[config.mk]
export PLATFORM = sky130hd
export DESIGN_NAME = pll_reset_seq
export DESIGN_NICKNAME = d
export VERILOG_FILES = /design/src/rtl/pll_reset_pkg.sv /design/src/rtl/pll_reset_seq_bit_sync.sv /design/src/rtl/pll_reset_seq.sv
export SDC_FILE = /design/constraint.sdc
export NUM_CORES = 1
export LEC_CHECK = 0
export BUFFER_PORTS_ARGS = -buffer_cell sky130_fd_sc_hd__buf_2
export CAP_MARGIN = 20
export CELL_PAD_IN_SITES_DETAIL_PLACEMENT = 1
export CELL_PAD_IN_SITES_GLOBAL_PLACEMENT = 1
export CORE_UTILIZATION = 44
export DETAILED_ROUTE_END_ITERATION = 6
export GPL_ROUTABILITY_DRIVEN = 0
export PLACE_DENSITY_LB_ADDON = 0.1
export SETUP_SLACK_MARGIN = 0.15
export SYNTH_ARGS = -nofsm -noshare
export SYNTH_HDL_FRONTEND = slang
export SYNTH_SLANG_ARGS = --single-unit
[constraint.sdc]
create_clock -name lcd_clk -period 2.8 [get_ports lcd_clk]
set_input_delay 0.14 -clock lcd_clk [delete_from_list [all_inputs] [get_ports lcd_clk]]
set_output_delay 0.14 -clock lcd_clk [all_outputs]
set_load 0.01 [all_outputs]
[src/rtl/pll_reset_pkg.sv]
// Shared types and helpers for the PLL reset sequencer.
package pll_reset_pkg;

   // Sequencer states; RUN is the only state in which downstream logic is released.
   typedef enum logic [1:0] {
      WAIT_LOCK = 2'd0,
      STABILIZE = 2'd1,
      HOLD_RST  = 2'd2,
      RUN       = 2'd3
   } state_t;

   // Larger of two integers, used to size the shared qualification/hold counter.
   function automatic int max2(input int a, input int b);
      return (a > b) ? a : b;
   endfunction

endpackage

[src/rtl/pll_reset_seq_bit_sync.sv]
// Two-flop synchronizer for a single asynchronous level, cleared by a synchronous reset.
module bit_sync (
   input  logic clk,
   input  logic srst,
   input  logic i_d,
   output logic o_q
);

   logic r_meta;
   logic r_sync;

   // First flop may go metastable; second flop gives it a full cycle to settle.
   always_ff @(posedge clk) begin
      if (srst) begin
         r_meta <= 1'b0;
         r_sync <= 1'b0;
      end else begin
         r_meta <= i_d;
         r_sync <= r_meta;
      end
   end

   assign o_q = r_sync;

endmodule

[src/rtl/pll_reset_seq.sv]
// Qualifies PLL lock before releasing sys_rst, turns the 10 kHz PLL output into
// a one-cycle tick enable, and counts lock losses seen while running.
module pll_reset_seq
   import pll_reset_pkg::*;
#(
   parameter int LOCK_CYCLES = 4800,
   parameter int HOLD_CYCLES = 48,
   parameter int LOSS_W      = 8
) (
   input  logic              lcd_clk,
   input  logic              rst,
   input  logic              locked,
   input  logic              clk_10kHz,
   output logic              sys_rst,
   output logic              ready,
   output logic              tick_10k,
   output logic [LOSS_W-1:0] loss_cnt
);

   localparam int CNT_W = $clog2(max2(LOCK_CYCLES, HOLD_CYCLES) + 1);
   localparam logic [CNT_W-1:0]  LOCK_LAST = CNT_W'(LOCK_CYCLES - 1);
   localparam logic [CNT_W-1:0]  HOLD_LAST = CNT_W'(HOLD_CYCLES - 1);
   localparam logic [LOSS_W-1:0] LOSS_MAX  = {LOSS_W{1'b1}};

   logic [1:0]        w_async_in;
   logic [1:0]        w_sync_out;
   logic              w_lk;
   logic              w_c2;

   state_t            r_state;
   state_t            w_state_next;
   logic [CNT_W-1:0]  r_cnt;
   logic [CNT_W-1:0]  w_cnt_next;
   logic [LOSS_W-1:0] r_loss;
   logic [LOSS_W-1:0] w_loss_next;
   logic              r_c3;
   logic              r_sys_rst;
   logic              r_ready;
   logic              r_tick;

   // Bit 0 carries PLL lock, bit 1 the 10 kHz clock sampled as data.
   assign w_async_in = {clk_10kHz, locked};

   genvar gi;
   generate
      for (gi = 0; gi < 2; gi++) begin : g_sync
         bit_sync u_sync (
            .clk  (lcd_clk),
            .srst (rst),
            .i_d  (w_async_in[gi]),
            .o_q  (w_sync_out[gi])
         );
      end
   endgenerate

   assign w_lk = w_sync_out[0];
   assign w_c2 = w_sync_out[1];

   // Next-state, counter and loss-counter decode; any drop of lk falls back to WAIT_LOCK.
   always_comb begin
      w_state_next = r_state;
      w_cnt_next   = r_cnt;
      w_loss_next  = r_loss;
      case (r_state)
         WAIT_LOCK: begin
            if (w_lk) begin
               w_state_next = STABILIZE;
               w_cnt_next   = '0;
            end
         end
         STABILIZE: begin
            if (!w_lk) begin
               w_state_next = WAIT_LOCK;
            end else if (r_cnt == LOCK_LAST) begin
               w_state_next = HOLD_RST;
               w_cnt_next   = '0;
            end else begin
               w_cnt_next = r_cnt + 1'b1;
            end
         end
         HOLD_RST: begin
            if (!w_lk) begin
               w_state_next = WAIT_LOCK;
            end else if (r_cnt == HOLD_LAST) begin
               w_state_next = RUN;
            end else begin
               w_cnt_next = r_cnt + 1'b1;
            end
         end
         RUN: begin
            if (!w_lk) begin
               w_state_next = WAIT_LOCK;
               // Only losses out of RUN count; the counter sticks at all-ones.
               if (r_loss != LOSS_MAX) begin
                  w_loss_next = r_loss + 1'b1;
               end
            end
         end
         default: begin
            w_state_next = WAIT_LOCK;
         end
      endcase
   end

   // State, counters and output registers; sys_rst/ready are loaded from the same
   // next-state as r_state, so they always equal a decode of the state register.
   always_ff @(posedge lcd_clk) begin
      if (rst) begin
         r_state   <= WAIT_LOCK;
         r_cnt     <= '0;
         r_loss    <= '0;
         r_c3      <= 1'b0;
         r_sys_rst <= 1'b1;
         r_ready   <= 1'b0;
         r_tick    <= 1'b0;
      end else begin
         r_state   <= w_state_next;
         r_cnt     <= w_cnt_next;
         r_loss    <= w_loss_next;
         r_c3      <= w_c2;
         r_sys_rst <= (w_state_next != RUN);
         r_ready   <= (w_state_next == RUN);
         // Rising edge of the synchronized 10 kHz clock, suppressed when leaving RUN.
         r_tick    <= w_c2 & ~r_c3 & (w_state_next == RUN);
      end
   end

   assign sys_rst  = r_sys_rst;
   assign ready    = r_ready;
   assign tick_10k = r_tick;
   assign loss_cnt = r_loss;

endmodule
==> results by group, run 1 <==
Status
  • Outcome: completed

Critical path
  • CP max stage delay: 0.43 ns
  • Critical-path cell list: inv_1 -> ha_1 -> or3_1 -> a21oi_1 -> a21oi_1 -> nor2_2 -> nor2_1
  • Crit-path most repeated cell: a21oi_1
  • Launch point of the critical path: r_state[0]
  • Worst Setup End Kind: register
  • Worst path required time: 3.02 ns
  • Crit-path leading delay family: simple AND/OR/NAND/NOR gates
  • Slowest cell on the critical path: or3_1
  • CP Max Fanout: 9
  • Critical path type: register to register
  • Reg2Reg Launch Point: r_state[0]
  • Worst path buffer plus inverter count: 1
  • Critical Path AT: 2.52 ns
  • Critical Path Start Type: register

Power
  • VDD IR-drop max: 0.000218 V
  • Static Leakage: 0.700 nW
  • Final Power: 0.000845 W
  • Pwr Density: 498 nW/um^2

Drt
  • DRT antenna net count: 0
  • TritonRoute pass-1 iters: 4
  • Starting DRT DRC Count: 28
  • Vias per cell: 5.30
  • Routed WL per cell: 14.0 um
  • Routed via count: 1,182
  • DRC: 0
  • Routed Wire Length: 3.13 mm

Clock tree
  • Htree depth: 2
  • Num CTS Buffers: 5
  • CTS tree: yes
  • Worst-path clk slew: 0.10 ns
  • Hold_buf cts: 0
  • Post-CTS Resized: 0
  • Post-CTS setup buffers: 0
  • Clk Latency, worst-skew pair: 0.33 ns
  • Clock Tree Buf Depth: 2
  • Sink Count: 31
  • Root Buffer Master: clkbuf_4

STA
  • RSZ-0062 raised after global routing: false
  • Slew Limit Headroom: 0.747
  • Period utilisation layout: 0.823
  • Setup Viol. Count Final: 0
  • Slew Limit Fails: 0
  • Clock skew: 0.00603 ns
  • Fin crit period: 2.30 ns
  • Fmax: 434 MHz
  • Hold Fails Final Rpt: 0
  • Worst Tran Pin Value: 0.380 ns
  • Post-route setup TNS: 0 ns

Cells and area
  • NumNets Final: 189
  • # fillers: 376
  • Sequential cell area: 621 sq um
  • Area Overhead vs Synth: 13.7%
  • Multi-input logic area: 830 sq um
  • Antenna Cells: 0
  • Final non-filler cell total: 223
  • Ratio of cells with drive above 1 in the final layout: 0.173

Placement
  • Number of instances in the placed design: 215
  • Final HPWL DP: 2.37 mm
  • PortBufs: 14

Yosys
  • Ys flop type: dfxtp_1
  • Register area share after synthesis: 0.416
  • Synth async-reset ratio: 0
  • Seq cells post-synth: 31
  • Post-synth EDFFs: 0
  • Mapped Cells: 159
  • YS warnings: 0
  • Post-Syn Nets: 170
  • Synth unique cells: 38
  • Post-synthesis average cell area: 9.38 sq um
  • Mapped cell area: 1490 sq um

Floorplan
  • DIE AREA: 3630 sq um
  • DIE WIDTH: 60.2 um
  • Die H: 60.2 um
  • Core Rows: 20
  • Ports: 15
  • Core Region: 3130 sq um
  • Starting Density: 0.477

Global routing
  • Total grt overflow: 0
  • First-pass GRT wire length: 5.24 mm
  • Initial antenna violation count: 0
  • GRT Total Usage: 0.201
  • Maximum number of pins on one net before global-route repair: 21
  • Vias in the first global route: 1,176

Min path
  • Hold path start: clk_10kHz
  • Worst min path class: input port to register

Flow run
  • Max-Cap Viols: 0
-- worst paths after layout --
kind                             end  slack [ns]  cells after the start
min          g_sync[1].u_sync.r_meta        0.02                      2
max                        r_cnt[11]        0.50                      7
max reg2reg                r_cnt[11]        0.50                      7
min reg2reg                 tick_10k        0.42                      1
-- Yosys cell counts (4+ instances only) --
cell | n | area share
nand2_1 | 8 | 0.020
xnor2_1 | 8 | 0.047
nor2_1 | 20 | 0.050
inv_1 | 9 | 0.023
a21oi_1 | 5 | 0.017
nor3_1 | 5 | 0.017
nor2b_1 | 6 | 0.025
o21ai_0 | 4 | 0.013
nand4_1 | 6 | 0.025
ha_1 | 7 | 0.059
nand3_1 | 8 | 0.027
dfxtp_1 | 31 | 0.42
xor2_1 | 6 | 0.035
-- kinds of logic after synthesis --
family,Yosys count,synth area share
buffers and inverters,11,0.0277
adder cells (fa/ha/maj),7,0.0587
flip-flops,31,0.416
XOR/XNOR,14,0.0822
multiplexers,3,0.0201
AO/OA/AOI/OAI,19,0.0915
AND/OR/NAND/NOR,74,0.304
-- cell usage in the layout, fill, tap and decap left out, types with 2 or more instances in the layout --
| cell type | count |
|---|---|
| nor2_2 | 2 |
| clkbuf_4 | 5 |
| nand3_1 | 8 |
| xnor2_1 | 8 |
| inv_1 | 9 |
| xor2_1 | 6 |
| ha_1 | 7 |
| buf_2 | 14 |
| nor2b_1 | 6 |
| a21oi_1 | 5 |
| mux2i_1 | 3 |
| nand2_1 | 8 |
| and4_1 | 2 |
| nor4_4 | 3 |
| or3_1 | 2 |
| o21ai_0 | 4 |
| nand4_1 | 6 |
| nor3_1 | 5 |
| dfxtp_1 | 31 |
| nor2_1 | 20 |
| and3_1 | 2 |
| nand2b_1 | 3 |
-- report_power, final --
group          internal [W]  switching [W]
Clock              0.000211       0.000154
Combinational     0.0000113      0.0000218
Sequential         0.000444     0.00000225
-- registers in the layout, summed over array words and instances (netlist names), 2 cells and up --
register              flops
g_sync.u_sync.o_q         2
g_sync.u_sync.r_meta      2
loss_cnt                  8
r_cnt                    13
r_state                   2
-- per-layer routing --
metal,share of wire,GRT usage,vias to the layer above
met5,0,0,-
met4,0.014,0.0897,0
met3,0.030,0.0519,5
met2,0.50,0.339,17
met1,0.45,0.237,565
li1,-,-,595
-- per-stage QoR --
step	utilization	hold slack [ns]	instance area (sq um)	setup slack, ns
after floorplan	-	0.268	1490	0.787
after global placement	0.514	0.356	1610	0.632
after detailed placement	0.514	0.355	1610	0.503
after CTS	0.542	0.0125	1700	0.486
after global routing	0.542	0.0152	1700	0.282
final	0.542	0.0192	1700	0.496
-- final cells by class --
| cell class | count | share of cell area |
|---|---|---|
| multi-input cells | 117 | 0.489 |
| flip-flops and latches | 31 | 0.366 |
| repair buffers | 14 | 0.0413 |
| well taps | 44 | 0.0325 |
| clock buffers | 6 | 0.0303 |
| clock inverters | 2 | 0.0207 |
| inverters | 9 | 0.0199 |
No activity file was read; power rests on OpenSTA's default activity.
==> run 2, diff against run 1 <==
Settings changed: CORE_UTILIZATION 44 to 40.
Clock period 2.8 ns to 1.9 ns, I/O delays scaled along.
==> run 2 against run 1 <==
  * Register-to-register slack worse by 0.53 ns
  * Wire length grew 20%
  * Clock-buffer cell count is 1 lower
  * Combinational power rose to 2.5 times the previous value
  * The flow now finishes with violations (setup timing)
  * Critical path depth stayed put
  * Sequential cell count stayed put
  * Utilization is 5.1 points higher
  * Sequential power is 47% higher
  * Non-clock buffer count is 24 higher
==> results by group, run 2 (same netlist as run 1, synthesis figures left out) <==
Status
  • Outcome: finished with violations
  • Violated checks: setup timing

Drt
  • DRC: 0 (unchanged)
  • DRT antenna net count: 0 (unchanged)
  • TritonRoute pass-1 iters: 4 (unchanged)
  • Routed Wire Length: 3.74 mm (+20%)
  • Starting DRT DRC Count: 44 (+57%)
  • Routed WL per cell: 15.0 um (+7.2%)
  • Routed via count: 1,295 (+9.6%)
  • Vias per cell: 5.20 (-1.9%)

Critical path
  • Worst Setup End Kind: register
  • Critical Path Start Type: register
  • Critical Path AT: 2.12 ns (-0.40 ns)
  • Worst path required time: 2.08 ns (-0.94 ns)
  • Critical path type: register to register
  • CP Max Fanout: 6 (-3)
  • Worst R2R Path Depth: 7 (unchanged)

Cells and area
  • Most flop-heavy register: r_cnt
  • Max reg flops: 13 (unchanged)
  • Sequential cell area: 629 sq um (+1.4%)
  • Commonest non-fill, non-tap cells in the layout: 28 x dfxtp_1, 21 x buf_4, 19 x nor2_1
  • NumNets Final: 213 (+13%)
  • Ratio of cells with drive above 1 in the final layout: 0.389 (+0.216)
  • Final non-filler cell total: 249 (+12%)
  • Multi-input logic area: 968 sq um (+17%)
  • Most common cell after layout, fill and taps aside: dfxtp_1
  • # fillers: 408 (+8.5%)
  • Antenna Cells: 0 (unchanged)
  • Area Overhead vs Synth: 36.7%

Floorplan
  • Starting Density: 0.433 (-0.0435)
  • Ports: 15 (unchanged)
  • DIE WIDTH: 63.1 um (+4.7%)
  • DIE AREA: 3980 sq um (+9.7%)
  • Die H: 63.1 um (+4.7%)
  • Core Region: 3440 sq um (+10%)
  • Core Rows: 21 (+5.0%)

STA
  • Fin crit period: 1.93 ns (-0.371 ns)
  • Period utilisation layout: 1.02 (+0.195)
  • Worst Tran Pin Value: 0.387 ns (+0.00654 ns)
  • Setup Viol. Count Final: 3 (+3)
  • Slew Limit Headroom: 0.739 (-0.00775)
  • Fin Hold WS: 0.0392 ns (+0.0200 ns)
  • Slew Limit Fails: 0 (unchanged)
  • RSZ-0062 raised after global routing: true
  • Fmax: 517 MHz (+19%)
  • Worst setup margin: -0.0331 ns (-0.529 ns)
  • Hold Fails Final Rpt: 0 (unchanged)
  • Post-route setup TNS: -0.0510 ns (-0.0510 ns)
  • Clock skew: 0.00543 ns (-0.000592 ns)

Placement
  • PortBufs: 14 (unchanged)
  • Number of instances in the placed design: 232 (+7.9%)
  • Final HPWL DP: 2.53 mm (+6.6%)

Min path
  • Hold depth: 2 (unchanged)
  • Worst min path class: input port to register

Clock tree
  • Clk Latency, worst-skew pair: 0.29 ns (-0.04 ns)
  • Root Buffer Master: clkbuf_8
  • Htree depth: 2 (unchanged)
  • Sink Count: 31 (unchanged)
  • Worst-path clk slew: 0.07 ns (-0.03 ns)
  • Clock Tree Buf Depth: 2 (unchanged)
  • CTS tree: yes
  • Num CTS Buffers: 5 (unchanged)
  • Hold_buf cts: 0 (unchanged)

Power
  • VDD IR-drop max: 0.000363 V (+67%)
  • Static Leakage: 0.883 nW (+26%)
  • Pwr Density: 607 nW/um^2 (+22%)

Global routing
  • Maximum number of pins on one net before global-route repair: 21 (unchanged)
  • Vias in the first global route: 1,358 (+15%)
  • GRT Total Usage: 0.208 (+0.00709)
  • Initial antenna violation count: 0 (unchanged)
  • Total grt overflow: 0 (unchanged)
  • First-pass GRT wire length: 6.39 mm (+22%)

Flow run
  • Max-Cap Viols: 0 (unchanged)
run 2: per-stage QoR:
step | power, W | setup slack (ns) | util | instance area, sq um
2_1_floorplan | 0.000713 | 0.0470 | - | 1570
3_3_place_gp | 0.000736 | -0.00712 | 0.523 | 1800
3_5_place_dp | 0.000739 | -0.0451 | 0.523 | 1800
4_1_cts | 0.00124 | -0.0441 | 0.569 | 1960
5_1_grt | 0.00129 | -0.104 | 0.593 | 2040
6_report | 0.00124 | -0.0331 | 0.593 | 2040
run 2: routing by layer:
metal	vias up	global-route usage	part of all wire
met5	-	0	0
met4	0	0.0814	0.017
met3	7	0.0489	0.026
met2	15	0.364	0.52
met1	626	0.242	0.44
li1	647	-	-
run 2: worst paths after layout:
path / start / end / slack, ns
setup / recovery: r_state[1] / r_cnt[11] / -0.03
hold / removal: locked / g_sync[0].u_sync.r_meta / 0.04
setup reg to reg: r_state[1] / r_cnt[11] / -0.03
hold reg to reg: r_c3 / tick_10k / 0.43
run 2: where the power goes:
| part | total [W] | switching [W] | internal, W |
|---|---|---|---|
| clock | 0.000496 | 0.000246 | 0.000250 |
| combinational | 0.0000841 | 0.0000437 | 0.0000405 |
| sequential | 0.000659 | 0.00000504 | 0.000654 |
| total | 0.00124 | 0.000294 | 0.000944 |
run 2: repair_timing:
| item | CTS | global route |
|---|---|---|
| pin swaps | 8 | 9 |
| endpoints found under the setup margin | 17 | 18 |
| setup buffers | 5 | 4 |
| gates resized for setup | 12 | 14 |
run 2: layout make-up:
class                           instances  area share
Sequential cell                        31       0.309
Inverter                                9      0.0190
Multi-Input combinational cell        117       0.475
Clock inverter                          3     0.00736
Timing Repair Buffer                   38       0.128
Clock buffer                            5      0.0337
Tap cell                               46      0.0282
run 2: worst max-delay path, stage by stage, from the launching register on:
cell and delay [ns]:
dfxtp_4 0.38, inv_4 0.05, ha_4 0.15, or3_4 0.39
a211o_4 0.41, nor4_4 0.24, xnor2_1 0.15, nor2_1 0.06
==> run 3, diff against run 2 <==
Settings changed: PLACE_DENSITY set to 0.77, PLACE_DENSITY_LB_ADDON 0.1 to not set.
==> run 3 against run 2 <==
  * The run still ends with setup timing left
  * Largest cell class unchanged
  * Final cell count down 1.2%
  * Utilization up 1.1 points
  * Clock skew up 0.0044 ns
  * Final area up 1.8%
  * Clock-buffer cell count up 1
  * Wire length up 28%
  * Via count up 2.7%
  * Die area unchanged
  * Critical path type unchanged
  * Global-route usage up 0.66 points
  * Critical endpoint is now sys_rst
==> results by group, run 3 (same netlist as run 1, synthesis figures left out) <==
Drt
  • Vias per cell: 5.41 (+4.0%)
  • TritonRoute pass-1 iters: 4 (unchanged)
  • Routed WL per cell: 19.5 um (+30%)
  • Routed via count: 1,330 (+2.7%)
  • DRT antenna net count: 0 (unchanged)
  • Starting DRT DRC Count: 69 (+57%)
  • Routed Wire Length: 4.81 mm (+28%)
  • DRC: 0 (unchanged)

Cells and area
  • Final non-filler cell total: 246 (-1.2%)
  • Finished layout cell area: 2080 sq um (+1.8%)
  • # fillers: 369 (-9.6%)
  • Most flop-heavy register: r_cnt
  • Antenna Cells: 0 (unchanged)
  • Ratio of cells with drive above 1 in the final layout: 0.375 (-0.0142)
  • NumNets Final: 210 (-1.4%)
  • Commonest non-fill, non-tap cells in the layout: 28 x dfxtp_1, 19 x nor2_1, 16 x buf_4
  • Max reg flops: 13 (unchanged)
  • Most common cell after layout, fill and taps aside: dfxtp_1
  • Area Overhead vs Synth: 39.3%

Global routing
  • Vias in the first global route: 1,335 (-1.7%)
  • Maximum number of pins on one net before global-route repair: 21 (unchanged)
  • Total grt overflow: 0 (unchanged)
  • GRT Total Usage: 0.215 (+0.00656)
  • Initial antenna violation count: 0 (unchanged)
  • First-pass GRT wire length: 6.47 mm (+1.3%)

Critical path
  • Reg-to-Reg End: sys_rst
  • Reg2Reg Launch Point: r_cnt[11]
  • CP Max Fanout: 3 (-3)
  • Worst R2R Path Depth: 5 (-2)
  • Critical path type: register to register
  • Reg-to-reg setup timing slack: -0.08 ns (-0.04 ns)
  • Critical Path AT: 2.15 ns (+0.03 ns)
  • Worst Setup End Kind: register
  • Critical Path Start Type: register
  • Worst path required time: 2.08 ns (about the same)

STA
  • Slew Limit Headroom: 0.710 (-0.0292)
  • Fin crit period: 1.98 ns (+0.0430 ns)
  • Hold Fails Final Rpt: 0 (unchanged)
  • Slew Limit Fails: 0 (unchanged)
  • RSZ-0062 raised after global routing: true
  • Worst setup margin: -0.0761 ns (-0.0430 ns)
  • Post-route setup TNS: -0.294 ns (-0.243 ns)
  • Clock skew: 0.00984 ns (+0.00440 ns)
  • Fmax: 506 MHz (-2.2%)
  • Fin Hold WS: 0.0527 ns (+0.0135 ns)
  • Setup Viol. Count Final: 13 (+10)
  • Worst Tran Pin Value: 0.436 ns (+0.0488 ns)
  • Period utilisation layout: 1.04 (+0.0226)

Power
  • Net Sw Frac: 0.221 (-0.0169)
  • Total internal power: 0.00112 W (+19%)
  • Clock group share of total power: 0.473 (+0.073)
  • Pwr Density: 694 nW/um^2 (+14%)
  • Flop pwr share: 0.457 (-0.075)
  • Combinational Power Share: 0.070 (+0.002)
  • VDD IR-drop max: 0.000489 V (+35%)
  • Static Leakage: 0.875 nW (-0.99%)
  • Switch Pwr: 0.000319 W (+8.2%)

Min path
  • Hold path start: clk_10kHz
  • Worst hold endpoint: g_sync[1].u_sync.r_meta
  • Worst min path class: input port to register
  • Hold depth: 2 (unchanged)

Placement
  • PortBufs: 14 (unchanged)
  • Final HPWL DP: 2.63 mm (+3.9%)
  • Setup WS pre-CTS: -0.0526 ns (-0.00752 ns)
  • Post-DP Area: 1800 sq um (-0.14%)
  • Number of instances in the placed design: 230 (-0.86%)

Status
  • Outcome: finished with violations
  • Violated checks: setup timing

Clock tree
  • Worst-path clk slew: 0.07 ns (about the same)
  • Clock Tree Buf Depth: 2 (unchanged)
  • Hold_buf cts: 0 (unchanged)
  • Sink Count: 31 (unchanged)
  • Clk Latency, worst-skew pair: 0.29 ns (about the same)
  • Num CTS Buffers: 5 (unchanged)
  • Root Buffer Master: clkbuf_8
  • CTS tree: yes
  • Htree depth: 2 (unchanged)

Floorplan
  • Die H: 63.1 um (unchanged)
  • Core Rows: 21 (unchanged)
  • DIE AREA: 3980 sq um (unchanged)
  • Core Region: 3440 sq um (unchanged)
  • Starting Density: 0.433 (unchanged)
  • Ports: 15 (unchanged)
  • DIE WIDTH: 63.1 um (unchanged)

Flow run
  • Max-Cap Viols: 0 (unchanged)
run 3: metal layers:
metal  global-route usage  vias to the layer above  routed length (um)
met3               0.0489                       12                 111
li1                     -                      642                   -
met2                0.390                       23                2550
met5                    0                        -                   0
met4               0.0959                        0                 159
met1                0.234                      653                1980
run 3: cell type report:
type | count | area [sq um] | share of cell area
tap | 46 | 57.6 | 0.0277
inverter | 9 | 38.8 | 0.0187
timing repair buffer | 35 | 255 | 0.123
clock buffer | 6 | 82.6 | 0.0398
multi-input combinational | 117 | 978 | 0.471
sequential | 31 | 629 | 0.303
clock inverter | 2 | 35.0 | 0.0169
run 3: through the flow:
step	utilization	power (W)
finish	0.603	0.00144
global route	0.603	0.00149
CTS	0.566	0.00142
detailed placement	0.522	0.000744
global placement	0.522	0.000742
floorplan	-	0.000713
run 3: worst max path at each step:
stage / from / endpoint / slack [ns] / cells past startpoint
final: r_cnt[11] / sys_rst / -0.08 / 5
after global routing: r_cnt[11] / r_cnt[2] / -0.16 / 6
after CTS: r_state[0] / sys_rst / -0.04 / 7
after detailed placement: r_state[0] / sys_rst / -0.05 / 7
after global placement: r_state[1] / r_cnt[11] / -0.0005 / 7
after floorplan: r_state[0] / sys_rst / 0.05 / 7
run 3: worst max-delay path, cell delays in order (launching register included):
cell,delay [ns]
dfxtp_1,0.36
nor4_4,0.39
nand4_1,0.31
o21ai_4,0.25
a32oi_2,0.17
or3_1,0.38
run 3: power by group through the flow:
stage	combinational (W)	clock [W]	sequential [W]
2_1_floorplan	0.0000409	0	0.000672
3_3_place_gp	0.0000688	0	0.000673
3_5_place_dp	0.0000709	0	0.000673
4_1_cts	0.0000728	0.000689	0.000658
5_1_grt	0.000107	0.000722	0.000659
6_report	0.000101	0.000683	0.000659
run 3: repair_timing:
action,4_1_cts,5_1_grt
pin swaps,4,11
setup endpoints to repair,17,18
resized for setup,5,22
setup buffers,3,5
